==> src/rtl/riscv_cpu_pkg.sv <==
// Shared types for the memory stage: pipeline structs, LSU state encoding
// and access-size codes.
package riscv_cpu_pkg;

    localparam int DATA_WIDTH = 32;
    localparam int ADDR_WIDTH = 32;

    localparam logic [1:0] LSU_BYTE = 2'b00;
    localparam logic [1:0] LSU_HALF = 2'b01;
    localparam logic [1:0] LSU_WORD = 2'b10;

    typedef struct packed {
        logic       mem_read;
        logic       mem_write;
        logic [1:0] mem_size;
        logic       mem_unsigned;
    } mem_ctl_t;

    typedef struct packed {
        logic reg_write;
        logic mem_to_reg;
    } wb_ctl_t;

    typedef struct packed {
        logic [ADDR_WIDTH-1:0] pc;
        logic [DATA_WIDTH-1:0] mem_wdata;
        logic [4:0]            dest_reg;
        logic [DATA_WIDTH-1:0] alu_result;
    } ex2mem_t;

    typedef struct packed {
        logic [ADDR_WIDTH-1:0] pc;
        logic [DATA_WIDTH-1:0] alu_result;
        logic [DATA_WIDTH-1:0] mem_rdata;
        logic [4:0]            dest_reg;
    } mem2wb_t;

    typedef enum logic [1:0] {
        LSU_IDLE        = 2'b00,
        LSU_WAIT_GNT    = 2'b01,
        LSU_WAIT_RVALID = 2'b10
    } lsu_state_t;

    // Any size code other than byte/half is handled as a full word.
    function automatic logic is_misaligned(input logic [1:0] size, input logic [1:0] addr_lo);
        if (size == LSU_BYTE) return 1'b0;
        if (size == LSU_HALF) return addr_lo[0];
        return addr_lo != 2'b00;
    endfunction

endpackage

==> src/rtl/lsu.sv <==
// Load/store unit: request FSM, store lane formatting and load extraction.
// Bus handshake: a request is accepted on the cycle data_req_o and data_gnt_i
// are both high; read data is valid on the single cycle data_rvalid_i is high.
module lsu
    import riscv_cpu_pkg::*;
(
    input  logic                  clk_i,
    input  logic                  rst_i,
    input  mem_ctl_t              mem_ctl_i,
    input  logic [ADDR_WIDTH-1:0] addr_i,
    input  logic [DATA_WIDTH-1:0] wdata_i,
    output logic                  data_req_o,
    output logic                  data_we_o,
    output logic [ADDR_WIDTH-1:0] data_addr_o,
    output logic [3:0]            data_be_o,
    output logic [DATA_WIDTH-1:0] data_wdata_o,
    input  logic                  data_gnt_i,
    input  logic                  data_rvalid_i,
    input  logic [DATA_WIDTH-1:0] data_rdata_i,
    output logic                  stall_o,
    output logic                  fault_o,
    output logic                  misaligned_o,
    output logic                  load_done_o,
    output logic [DATA_WIDTH-1:0] load_data_o,
    output lsu_state_t            state_o
);

    lsu_state_t            state_q;
    logic                  is_load;
    logic                  is_store;
    logic                  aligned;
    logic [DATA_WIDTH-1:0] byte_sh;
    logic [DATA_WIDTH-1:0] half_sh;

    // A read+write combination is treated as a read.
    assign is_load  = mem_ctl_i.mem_read;
    assign is_store = mem_ctl_i.mem_write & ~mem_ctl_i.mem_read;
    assign fault_o  = (is_load | is_store) & is_misaligned(mem_ctl_i.mem_size, addr_i[1:0]);
    assign aligned  = (is_load | is_store) & ~fault_o;

    assign state_o      = state_q;
    assign data_addr_o  = {addr_i[ADDR_WIDTH-1:2], 2'b00};
    assign data_we_o    = data_req_o & is_store;
    assign load_done_o  = ~rst_i & (state_q == LSU_WAIT_RVALID) & data_rvalid_i;

    always_comb begin
        data_req_o = 1'b0;
        stall_o    = 1'b0;
        if (!rst_i) begin
            case (state_q)
                LSU_IDLE: begin
                    data_req_o = aligned;
                    stall_o    = aligned & ~(is_store & data_gnt_i);
                end
                LSU_WAIT_GNT: begin
                    data_req_o = 1'b1;
                    stall_o    = ~(is_store & data_gnt_i);
                end
                LSU_WAIT_RVALID: stall_o = ~data_rvalid_i;
                default: ;
            endcase
        end
    end

    always_comb begin
        data_be_o    = 4'b1111;
        data_wdata_o = wdata_i;
        case (mem_ctl_i.mem_size)
            LSU_BYTE: begin
                data_be_o    = 4'b0001 << addr_i[1:0];
                data_wdata_o = {4{wdata_i[7:0]}};
            end
            LSU_HALF: begin
                data_be_o    = addr_i[1] ? 4'b1100 : 4'b0011;
                data_wdata_o = {2{wdata_i[15:0]}};
            end
            default: ;
        endcase
    end

    assign byte_sh = data_rdata_i >> {addr_i[1:0], 3'b000};
    assign half_sh = data_rdata_i >> {addr_i[1], 4'b0000};

    always_comb begin
        load_data_o = data_rdata_i;
        case (mem_ctl_i.mem_size)
            LSU_BYTE: load_data_o = {{24{~mem_ctl_i.mem_unsigned & byte_sh[7]}}, byte_sh[7:0]};
            LSU_HALF: load_data_o = {{16{~mem_ctl_i.mem_unsigned & half_sh[15]}}, half_sh[15:0]};
            default: ;
        endcase
    end

    always_ff @(posedge clk_i) begin
        if (rst_i) begin
            state_q      <= LSU_IDLE;
            misaligned_o <= 1'b0;
        end else begin
            misaligned_o <= (state_q == LSU_IDLE) & fault_o;
            case (state_q)
                LSU_IDLE: begin
                    if (aligned) begin
                        if (!data_gnt_i)    state_q <= LSU_WAIT_GNT;
                        else if (is_load)   state_q <= LSU_WAIT_RVALID;
                    end
                end
                LSU_WAIT_GNT: begin
                    if (data_gnt_i) state_q <= is_load ? LSU_WAIT_RVALID : LSU_IDLE;
                end
                LSU_WAIT_RVALID: begin
                    if (data_rvalid_i) state_q <= LSU_IDLE;
                end
                default: state_q <= LSU_IDLE;
            endcase
        end
    end

endmodule

==> src/rtl/mem_stage.sv <==
// Memory pipeline stage: drives the data bus through the LSU and registers
// results into the writeback stage, inserting bubbles while stalled.
module mem_stage
    import riscv_cpu_pkg::*;
(
    input  logic                  clk_i,
    input  logic                  rst_i,
    input  mem_ctl_t              mem_ctl_i,
    input  wb_ctl_t               wb_ctl_i,
    input  ex2mem_t               mem_pipeline_i,
    output wb_ctl_t               wb_ctl_o,
    output mem2wb_t               wb_pipeline_o,
    output logic                  stall_o,
    output logic                  misaligned_o,
    output logic                  data_req_o,
    output logic                  data_we_o,
    output logic [ADDR_WIDTH-1:0] data_addr_o,
    output logic [3:0]            data_be_o,
    output logic [DATA_WIDTH-1:0] data_wdata_o,
    input  logic                  data_gnt_i,
    input  logic                  data_rvalid_i,
    input  logic [DATA_WIDTH-1:0] data_rdata_i,
    output lsu_state_t            lsu_state_o
);

    logic                  fault;
    logic                  load_done;
    logic [DATA_WIDTH-1:0] load_data;

    lsu u_lsu (
        .clk_i         (clk_i),
        .rst_i         (rst_i),
        .mem_ctl_i     (mem_ctl_i),
        .addr_i        (mem_pipeline_i.alu_result),
        .wdata_i       (mem_pipeline_i.mem_wdata),
        .data_req_o    (data_req_o),
        .data_we_o     (data_we_o),
        .data_addr_o   (data_addr_o),
        .data_be_o     (data_be_o),
        .data_wdata_o  (data_wdata_o),
        .data_gnt_i    (data_gnt_i),
        .data_rvalid_i (data_rvalid_i),
        .data_rdata_i  (data_rdata_i),
        .stall_o       (stall_o),
        .fault_o       (fault),
        .misaligned_o  (misaligned_o),
        .load_done_o   (load_done),
        .load_data_o   (load_data),
        .state_o       (lsu_state_o)
    );

    // A stalled cycle or a faulting access writes a bubble so each
    // instruction reaches writeback exactly once.
    always_ff @(posedge clk_i) begin
        if (rst_i || stall_o || fault) begin
            wb_ctl_o      <= '0;
            wb_pipeline_o <= '0;
        end else begin
            wb_ctl_o                 <= wb_ctl_i;
            wb_pipeline_o.pc         <= mem_pipeline_i.pc;
            wb_pipeline_o.alu_result <= mem_pipeline_i.alu_result;
            wb_pipeline_o.dest_reg   <= mem_pipeline_i.dest_reg;
            wb_pipeline_o.mem_rdata  <= load_done ? load_data : '0;
        end
    end

endmodule

==> config.mk <==
export PLATFORM = sky130hd
export DESIGN_NAME = mem_stage
export DESIGN_NICKNAME = d
export VERILOG_FILES = /design/src/rtl/riscv_cpu_pkg.sv /design/src/rtl/lsu.sv /design/src/rtl/mem_stage.sv
export SDC_FILE = /design/constraint.sdc
export NUM_CORES = 1
export LEC_CHECK = 0
export BUFFER_PORTS_ARGS = -buffer_cell sky130_fd_sc_hd__buf_2
export CORE_AREA = 2 2 125 127
export CTS_CLUSTER_DIAMETER = 80
export DETAILED_ROUTE_END_ITERATION = 10
export DIE_AREA = 0 0 127 129
export PLACE_DENSITY = 0.57
export SLEW_MARGIN = 20
export SYNTH_ARGS = -nofsm -noshare
export SYNTH_HDL_FRONTEND = slang
export SYNTH_SLANG_ARGS = --single-unit
==> constraint.sdc <==
create_clock -name clk_i -period 5.2 [get_ports clk_i]
set_input_delay 1.56 -clock clk_i [delete_from_list [all_inputs] [get_ports clk_i]]
set_output_delay 1.56 -clock clk_i [all_outputs]
set_load 0.1 [all_outputs]
==> metrics.log, run 1 <==
[metrics] buffer type at the clock tree root: sky130_fd_sc_hd__clkbuf_16
[metrics] first-pass GRT wire length: 19,140 µm
[metrics] number of global-route vias before repair: 3,774
[metrics] cell types occupying the most area after synthesis: sky130_fd_sc_hd__dfxtp_1, sky130_fd_sc_hd__and2_1, sky130_fd_sc_hd__buf_4
[metrics] CP startpoint: mem_ctl_i[1]
[metrics] CTS tree: built
[metrics] peak ir drop on the vdd network: 0.0001690 V
[metrics] most numerous cell in the Yosys netlist: sky130_fd_sc_hd__dfxtp_1
[metrics] list of most frequent post-synthesis cells: sky130_fd_sc_hd__dfxtp_1, sky130_fd_sc_hd__and2_1, sky130_fd_sc_hd__buf_4, sky130_fd_sc_hd__nand2_1, sky130_fd_sc_hd__a21oi_1
[metrics] most common cell type on the critical path: sky130_fd_sc_hd__buf_2
[metrics] net count reported at finish: 833
[metrics] post-synth top area share: 51.01%
[metrics] DIE AREA: 0.01638 mm²
[metrics] Finish-stage setup viols: 0
[metrics] crit share post-route: 89.36%
[metrics] Final Max Slew Viols: 0
[metrics] critical path endpoint: data_we_o
[metrics] detailed router's first-iteration violation count: 143
[metrics] post-route cell area: 0.005947 mm²
[metrics] Reg-to-Reg Start: u_lsu.state_o[1]
[metrics] final worst clock skew: 0.007283 ns
[metrics] number of synthesized flops with an enable pin: 0
[metrics] Setup Crit Path Kind: in2out
[metrics] Starting Density: 27.78%
[metrics] number of hold-slack violations in the final timing report: 0
[metrics] number of antenna violations at the first check in global routing: 0
[metrics] post-synthesis cell count: 417
[metrics] Worst R2R Path Depth: 4
[metrics] Antenna Violating Nets Remaining: 0
[metrics] Syn-to-layout area delta: 42.95%
[metrics] number of sinks handled by clock tree synthesis: 106
[metrics] Final Power: 2241 µW
[metrics] leading area contributor after synthesis: sky130_fd_sc_hd__dfxtp_1
[metrics] clk_lat worst skew: 0.35 ns
[metrics] count of maximum capacitance violations: 0
[metrics] pre-CTS setup slack: 0.5485 ns
[metrics] clock transition at the register clock pins on the worst setup and hold paths after CTS: 0.07 ns
[metrics] critical path's slowest cell: sky130_fd_sc_hd__buf_2
[metrics] Total Wirelength: 13,010 µm
[metrics] transition time of the tightest slew-check pin: 0.8790 ns
[metrics] number of levels the H-tree was split into: 3
[metrics] crit-path max FO: 18
[metrics] Final TNS setup: 0 ns
[metrics] power density of the placed cells: 376.9 mW/mm²
[metrics] horizontal die dimension: 127 µm
[metrics] Antenna diodes: 0
[metrics] async set-reset flop share out of synthesis: 0%
[metrics] slack of the critical path: 0.5533 ns
[metrics] final core utilization: 39.71%
[metrics] Via-to-Cell Ratio: 4.415
[metrics] worst min-delay path class: reg2reg
[metrics] boundary pin count: 321
[metrics] count of TritonRoute iterations in the first routing pass: 5
[metrics] number of port buffers: 318
[metrics] final weighted congestion in routability-driven placement: 0.9058
[metrics] cts bufs inserted: 9
[metrics] sequential element share of the synthesized area: 51.01%
[metrics] cell chain of the critical path: buf_2, o21ai_0, a21oi_1, or3_1, nor3b_2, buf_2
[metrics] mean instance size in the synthesized netlist: 9.977 µm²
[metrics] number of distinct library cell variants in the gate-level netlist after synthesis: 41
[metrics] Max Fclk: 215.2 MHz
[metrics] global route overflow: 0
[metrics] Worst Path Arrival: 3.09 ns
[metrics] reported leakage power: 0.003270 µW
[metrics] cts repair resizes: 0
[metrics] predominant post-synthesis flop cell: sky130_fd_sc_hd__dfxtp_1
[metrics] final period demand of the worst path: 4.647 ns
[metrics] flip-flop and latch count after synthesis: 106
[metrics] average wire per cell in the routed design: 14.75 µm
[metrics] total half-perimeter wirelength after legalization and detailed placement: 10,470 µm
[metrics] die span in y: 129 µm
[metrics] result of the run: finished, final reports clean
[metrics] Crit. End Element: primary output
[metrics] largest net degree at the start of global routing: 70
[metrics] worst setup slack for register-to-register paths: 3.23 ns
[metrics] required time reported for the critical path endpoint: 3.64 ns
[metrics] setup repair after global routing missed its margin: false
[metrics] Post-route DRC: 0
[metrics] proportion of layout cells with a drive suffix above 1: 52.16%
[metrics] summed instance area of the synthesized netlist: 0.004160 mm²
[metrics] hold buffer count at cts: 0
[metrics] Cell Area, Placed: 0.005637 mm²
[metrics] Via Count: 3,894
[metrics] Slew Limit Headroom: 41.15%
[metrics] critical register-to-register path endpoint: wb_pipeline_o[26]
[metrics] global-route usage over all layers: 15.04%
[metrics] count of standard-cell rows: 45
[metrics] yosys synthesis warning count: 0
[metrics] clk buf depth: 2
[metrics] Floorplan Core Area: 0.01498 mm²
[metrics] Startpoint Class: input pin
[metrics] critical path's largest stage delay: 0.44 ns
[metrics] count of fill cells added during filler insertion: 1,509
[metrics] number of buffers added for setup after CTS: 0
-- power breakdown --
part	internal, µW	leakage, µW	switching, µW	total [µW]
Combinational	127	0.00226	574	701
Sequential	838	0.000862	7.00	845
Clock	382	0.000150	314	696
-- cell type report --
class,count,area [µm²],area share (%)
sequential,106,2122,35.68
inverter,4,15.01,0.2525
timing repair buffer,324,1637,27.52
tap,188,235.2,3.955
multi-input combinational,244,1628,27.37
clock inverter,7,85.08,1.431
clock buffer,9,225.2,3.787
-- through the flow --
stage | cells | hold WS, ns
2_1_floorplan | 418 | 1.079
3_3_place_gp | 866 | 0.5834
3_5_place_dp | 866 | 0.5855
4_1_cts | 882 | 0.5986
5_1_grt | 882 | 0.6543
6_report | 882 | 0.6114
-- layout by cell type, fill, tap and decap left out, types with 3 or more instances in the layout --
cell                          n
sky130_fd_sc_hd__buf_2      318
sky130_fd_sc_hd__dfxtp_1    106
sky130_fd_sc_hd__and2_1      71
sky130_fd_sc_hd__nand2_1     33
sky130_fd_sc_hd__mux2i_1     17
sky130_fd_sc_hd__a21oi_1     17
sky130_fd_sc_hd__a21o_1      16
sky130_fd_sc_hd__o21ai_1     13
sky130_fd_sc_hd__nor2_1      13
sky130_fd_sc_hd__mux2_2       9
sky130_fd_sc_hd__a211oi_1     9
sky130_fd_sc_hd__clkbuf_16    9
sky130_fd_sc_hd__a22oi_1      7
sky130_fd_sc_hd__a221oi_1     7
sky130_fd_sc_hd__buf_4        6
sky130_fd_sc_hd__or3_1        4
sky130_fd_sc_hd__inv_1        3
sky130_fd_sc_hd__inv_6        3
-- worst min path at each step --
stage | slack [ns] | cells after the start | from | end
5_1_grt | 0.65 | 1 | u_lsu.state_o[1] | u_lsu.misaligned_o
4_1_cts | 0.60 | 1 | u_lsu.state_o[1] | u_lsu.misaligned_o
6_report | 0.61 | 1 | u_lsu.state_o[1] | u_lsu.misaligned_o
2_1_floorplan | 1.08 | 1 | u_lsu.state_o[1] | u_lsu.misaligned_o
3_5_place_dp | 0.59 | 1 | u_lsu.state_o[1] | u_lsu.misaligned_o
3_3_place_gp | 0.58 | 1 | u_lsu.state_o[1] | u_lsu.misaligned_o
-- per-layer routing --
layer / GRT usage, % / part of all wire (%) / routed length, µm
met5: 0 / 0 / 0
met4: 6.335 / 1.8 / 235
met3: 3.825 / 7.8 / 1012
met2: 27.51 / 52 / 6754
met1: 16.58 / 38 / 5007
-- critical path, delay by kind of cell --
| kind | cells | cell delay, ns |
|---|---|---|
| buffers and inverters | 2 | 0.67 |
| AOI/OAI and AO/OA | 2 | 0.29 |
| and+or+nand+nor | 2 | 0.56 |
-- kinds of logic after synthesis --
kind of cell	count (synthesis)	share of synthesized area [%]
simple gates	138	18.71
flops	106	51.01
compound gates	77	12.78
buf+inv	68	10.35
mux	27	7.068
other cells	1	0.09014
-- flip-flops by register name, indices dropped and copies added (netlist names) --
name                cells
wb_pipeline_o         101
u_lsu.state_o           2
wb_ctl_o                2
u_lsu.misaligned_o      1
Power figures use the tool's default switching activity.
==> run 2, diff against run 1 <==
MAX_ROUTING_LAYER = met4   (was not set)
PLACE_DENSITY = 0.66   (was 0.57)
==> metrics.log, run 2 (synthesized netlist as in run 1, its figures left out) <==
[metrics] peak ir drop on the vdd network: 0.0001461 V
[metrics] number of hold-slack violations in the final timing report: 0
[metrics] crit share post-route: 90.22%
[metrics] number of buffers and inverters on the critical path: 3
[metrics] Crit. End Element: primary output
[metrics] clock share of power: 29.1%
[metrics] Worst Path Arrival: 3.13 ns
[metrics] transition time of the tightest slew-check pin: 0.9179 ns
[metrics] power spent charging and discharging nets: 888.1 µW
[metrics] number of port buffers: 318
[metrics] boundary pin count: 321
[metrics] worst min-delay path class: reg2reg
[metrics] proportion of layout cells with a drive suffix above 1: 52.09%
[metrics] critical path's largest stage delay: 0.41 ns
[metrics] average wire per cell in the routed design: 15.37 µm
[metrics] Syn-to-layout area delta: 42.77%
[metrics] clk buf depth: 2
[metrics] CTS tree: built
[metrics] global-route usage over all layers: 16.45%
[metrics] count of maximum capacitance violations: 0
[metrics] area of the multi-input gates: 0.001628 mm²
[metrics] Startpoint Class: input pin
[metrics] flip-flop and latch area: 0.002122 mm²
[metrics] setup repair after global routing missed its margin: false
[metrics] power density of the placed cells: 367.8 mW/mm²
[metrics] Final Power: 2185 µW
[metrics] clk_lat worst skew: 0.35 ns
[metrics] Max Fclk: 213.2 MHz
[metrics] Worst R2R Path Depth: 4
[metrics] global route overflow: 0
[metrics] Total Wirelength: 13,590 µm
[metrics] register with the highest flop count: wb_pipeline_o
[metrics] number of sinks handled by clock tree synthesis: 106
[metrics] detailed router's first-iteration violation count: 207
[metrics] count of standard-cell rows: 45
[metrics] Setup Crit Path Kind: in2out
[metrics] hold buffer count at cts: 0
[metrics] total number of cells along the worst setup path: 6
[metrics] cts bufs inserted: 9
[metrics] Antenna Violating Nets Remaining: 0
[metrics] crit-path max FO: 24
[metrics] cell type group with the largest total delay on the critical path: buffers and inverters
[metrics] critical path's slowest cell: sky130_fd_sc_hd__buf_2
[metrics] final period demand of the worst path: 4.691 ns
[metrics] P_int: 1297 µW
[metrics] final weighted congestion in routability-driven placement: 0.8640
[metrics] cell chain of the critical path: buf_2, buf_4, or2_2, nand2_1, nand2_1, buf_2
[metrics] first-pass GRT wire length: 19,950 µm
[metrics] clock transition at the register clock pins on the worst setup and hold paths after CTS: 0.07 ns
[metrics] count of TritonRoute iterations in the first routing pass: 4
[metrics] reported leakage power: 0.003263 µW
[metrics] final worst clock skew: 0.01174 ns
[metrics] Reg-to-Reg Start: u_lsu.state_o[1]
[metrics] switching part of the total: 40.65%
[metrics] Floorplan Core Area: 0.01498 mm²
[metrics] most frequent cells in the layout: sky130_fd_sc_hd__buf_2, sky130_fd_sc_hd__dfxtp_1, sky130_fd_sc_hd__and2_1
[metrics] number of global-route vias before repair: 3,679
[metrics] most frequent standard cell in the layout excluding fill and tap cells: sky130_fd_sc_hd__buf_2
[metrics] buffer type at the clock tree root: sky130_fd_sc_hd__clkbuf_16
[metrics] total half-perimeter wirelength after legalization and detailed placement: 10,680 µm
[metrics] CP startpoint: mem_ctl_i[2]
[metrics] DIE AREA: 0.01638 mm²
[metrics] Post-route DRC: 0
[metrics] net count reported at finish: 834
[metrics] share of power burned in combinational logic: 32.2%
[metrics] result of the run: finished, final reports clean
[metrics] cts repair resizes: 0
[metrics] Final Max Slew Viols: 0
[metrics] required time reported for the critical path endpoint: 3.64 ns
[metrics] Via-to-Cell Ratio: 4.479
[metrics] die span in y: 129 µm
[metrics] worst hold start: u_lsu.state_o[1]
[metrics] number of antenna violations at the first check in global routing: 1
[metrics] horizontal die dimension: 127 µm
[metrics] number of levels the H-tree was split into: 3
[metrics] Slew Limit Headroom: 38.81%
[metrics] Via Count: 3,959
[metrics] Starting Density: 27.78%
[metrics] number of buffers added for setup after CTS: 0
[metrics] Worst Hold Path Cells: 1
[metrics] Finish-stage setup viols: 0
[metrics] largest net degree at the start of global routing: 72
[metrics] Final TNS setup: 0 ns
[metrics] count of fill cells added during filler insertion: 1,498
[metrics] flip-flop count of the largest register, all copies and words added: 101
[metrics] power share of the sequential group: 38.7%
-- run 2: cell count changes in the layout (fill, tap and decap cells not counted), sizes merged --
cell,delta
inv,-1
clkinvlp,+1
clkbuf,+1
diode,+1
buf,+1
bufinv,-1
-- run 2: power by group through the flow --
| stage | clock network [µW] | registers, µW | logic (µW) |
|---|---|---|---|
| 3_3_place_gp | 0 | 864 | 706 |
| 2_1_floorplan | 0 | 1060 | 379 |
| 3_5_place_dp | 0 | 864 | 705 |
| 6_report | 636 | 845 | 704 |
| 5_1_grt | 694 | 847 | 729 |
| 4_1_cts | 667 | 845 | 707 |
-- run 2: area by class of cell --
type / instances / share of cell area (%)
well taps: 188 / 3.960
flip-flops and latches: 106 / 35.73
inverters: 4 / 0.2528
clock inverters: 6 / 0.8216
diodes: 1 / 0.04213
clock buffers: 10 / 3.855
multi-input cells: 244 / 27.41
repair buffers: 325 / 27.93
-- run 2: worst register-to-register path, cell delays in order, from the launching register on --
cell and delay [ns]:
sky130_fd_sc_hd__dfxtp_1 0.45, sky130_fd_sc_hd__and4bb_1 0.28, sky130_fd_sc_hd__o31ai_4 0.21, sky130_fd_sc_hd__nor4b_4 0.80, sky130_fd_sc_hd__a21o_1 0.17
-- run 2: per-layer routing --
metal | global-route usage, % | wire (µm) | vias up
met5 | - | 0 | -
met3 | 4.906 | 1207 | 16
met1 | 17.81 | 5323 | 1801
met4 | 5.753 | 202 | 0
li1 | - | - | 1916
met2 | 28.78 | 6854 | 226
-- run 2: final timing paths --
path / endpoint / slack (ns)
min: u_lsu.misaligned_o / 0.60
max: data_wdata_o[12] / 0.51
min reg2reg: u_lsu.misaligned_o / 0.60
max reg2reg: wb_pipeline_o[25] / 3.23
-- run 2: metrics by stage --
| step | hold slack (ns) | utilization, % | std cells | setup slack, ns | area [µm²] |
|---|---|---|---|---|---|
| finish | 0.6001 | 39.66 | 884 | 0.5088 | 5939 |
| detailed placement | 0.5833 | 37.79 | 867 | 0.4665 | 5659 |
| CTS | 0.5942 | 39.64 | 883 | 0.4620 | 5937 |
| global route | 0.6228 | 39.66 | 884 | 0.3509 | 5939 |
| global placement | 0.5707 | 37.79 | 867 | 0.4664 | 5659 |
| floorplan | 1.079 | - | 418 | 0.01698 | 4173 |
==> run 3, diff against run 2 <==
clock period = 4.8 ns   (was 5.2 ns; I/O delays follow)
==> metrics.log, run 3 (synthesized netlist as in run 1, its figures left out) <==
[metrics] transition time of the tightest slew-check pin: 0.9766 ns
[metrics] Setup Crit Path Kind: in2out
[metrics] flip-flop count of the largest register, all copies and words added: 101
[metrics] Reg-to-Reg Start: u_lsu.state_o[1]
[metrics] Starting Density: 27.78%
[metrics] count of fill cells added during filler insertion: 1,507
[metrics] Total Wirelength: 13,790 µm
[metrics] Crit. End Element: primary output
[metrics] crit-path max FO: 15
[metrics] die span in y: 129 µm
[metrics] Syn-to-layout area delta: 50.14%
[metrics] proportion of layout cells with a drive suffix above 1: 53.53%
[metrics] worst hold margin: 0.5951 ns
[metrics] number of hold-slack violations in the final timing report: 0
[metrics] count of standard-cell rows: 45
[metrics] global-route usage over all layers: 16.39%
[metrics] Floorplan Core Area: 0.01498 mm²
[metrics] critical register-to-register path endpoint: wb_pipeline_o[23]
[metrics] DIE AREA: 0.01638 mm²
[metrics] cts repair resizes: 0
[metrics] Antenna Violating Nets Remaining: 0
[metrics] setup repair after global routing missed its margin: false
[metrics] count of TritonRoute iterations in the first routing pass: 4
[metrics] result of the run: finished, final reports clean
[metrics] Slew Limit Headroom: 34.62%
[metrics] number of sinks handled by clock tree synthesis: 106
[metrics] number of port buffers: 318
[metrics] Startpoint Class: input pin
[metrics] total half-perimeter wirelength after legalization and detailed placement: 11,000 µm
[metrics] Worst Path Arrival: 2.84 ns
[metrics] clk buf depth: 2
[metrics] count of maximum capacitance violations: 0
[metrics] reported leakage power: 0.003375 µW
[metrics] count of placed standard cells in the final layout, fillers left out: 886
[metrics] Finish-stage setup viols: 0
[metrics] buffer type at the clock tree root: sky130_fd_sc_hd__clkbuf_16
[metrics] final weighted congestion in routability-driven placement: 0.8085
[metrics] critical path endpoint: data_we_o
[metrics] Via-to-Cell Ratio: 4.463
[metrics] worst setup slack for register-to-register paths: 2.73 ns
[metrics] horizontal die dimension: 127 µm
[metrics] CP startpoint: mem_ctl_i[2]
[metrics] final worst clock skew: 0.007292 ns
[metrics] post-route cell area: 0.006246 mm²
[metrics] CTS tree: built
[metrics] boundary pin count: 321
[metrics] required time reported for the critical path endpoint: 3.36 ns
[metrics] first-pass GRT wire length: 19,910 µm
[metrics] most frequent standard cell in the layout excluding fill and tap cells: sky130_fd_sc_hd__buf_2
[metrics] register with the highest flop count: wb_pipeline_o
[metrics] power share of the sequential group: 36.3%
[metrics] Via Count: 3,954
[metrics] global route overflow: 0
[metrics] Max Fclk: 233.4 MHz
[metrics] clock share of power: 32.1%
[metrics] average wire per cell in the routed design: 15.56 µm
[metrics] number of levels the H-tree was split into: 3
[metrics] number of buffers added for setup after CTS: 0
[metrics] largest net degree at the start of global routing: 72
[metrics] Post-route DRC: 0
[metrics] power density of the placed cells: 403.4 mW/mm²
[metrics] clock transition at the register clock pins on the worst setup and hold paths after CTS: 0.07 ns
[metrics] Final Max Slew Viols: 0
[metrics] number of global-route vias before repair: 3,685
[metrics] area of the multi-input gates: 0.001662 mm²
[metrics] P_int: 1553 µW
[metrics] Worst R2R Path Depth: 5
[metrics] final core utilization: 41.70%
[metrics] crit share post-route: 89.24%
[metrics] placed cell count: 867
[metrics] clk_lat worst skew: 0.35 ns
[metrics] net count reported at finish: 834
[metrics] flip-flop and latch area: 0.002122 mm²
[metrics] detailed router's first-iteration violation count: 202
[metrics] peak ir drop on the vdd network: 0.0001474 V
[metrics] worst min-delay path class: reg2reg
[metrics] power spent charging and discharging nets: 966.1 µW
[metrics] hold buffer count at cts: 0
[metrics] Cell Area, Placed: 0.005903 mm²
[metrics] share of power burned in combinational logic: 31.6%
[metrics] final period demand of the worst path: 4.284 ns
[metrics] most frequent cells in the layout: sky130_fd_sc_hd__buf_2, sky130_fd_sc_hd__dfxtp_1, sky130_fd_sc_hd__and2_1
[metrics] switching part of the total: 38.35%
[metrics] number of antenna violations at the first check in global routing: 4
[metrics] cts bufs inserted: 9
-- run 3: critical path: stages --
cell and delay (ns):
sky130_fd_sc_hd__buf_2 0.21, sky130_fd_sc_hd__o21ai_0 0.23, sky130_fd_sc_hd__a21oi_1 0.11, sky130_fd_sc_hd__or3_1 0.37
sky130_fd_sc_hd__nor3b_2 0.27, sky130_fd_sc_hd__buf_12 0.21
-- run 3: cell type report --
class	instances	share of cell area, %
well taps	188	3.766
flip-flops and latches	106	33.97
inverters	4	0.2404
repair buffers	325	29.93
clock buffers	10	3.826
clock inverters	6	1.542
multi-input cells	244	26.60
diodes	3	0.1202
-- run 3: worst min-delay path by stage --
stage / from / end / slack [ns] / depth (start not counted)
after detailed placement: u_lsu.state_o[1] / u_lsu.misaligned_o / 0.58 / 1
after global placement: u_lsu.state_o[1] / u_lsu.misaligned_o / 0.58 / 1
after floorplan: u_lsu.state_o[1] / u_lsu.misaligned_o / 1.08 / 1
after CTS: u_lsu.state_o[1] / u_lsu.misaligned_o / 0.59 / 1
final: u_lsu.state_o[1] / u_lsu.misaligned_o / 0.60 / 1
after global routing: u_lsu.state_o[1] / u_lsu.misaligned_o / 0.64 / 1
-- run 3: layer usage --
layer  wire length [µm]  global-route usage, %
met1               5130                  17.55
met2               7139                  28.87
met3               1333                  5.322
met4                184                  5.171
met5                  0                      -
-- run 3: power groups by stage --
stage | logic (µW) | clock network, µW | registers (µW)
floorplan | 415 | 0 | 1150
global placement | 798 | 0 | 936
detailed placement | 798 | 0 | 936
CTS | 800 | 838 | 916
global route | 824 | 863 | 918
finish | 796 | 808 | 915
-- run 3: per-stage QoR --
step                setup WS [ns]  power [µW]  TNS (ns)
detailed placement         0.5101        1735         0
global placement           0.5421        1734         0
CTS                        0.5051        2554         0
finish                     0.5163        2519         0
floorplan                -0.07533        1566  -0.07533
global route               0.4430        2605         0
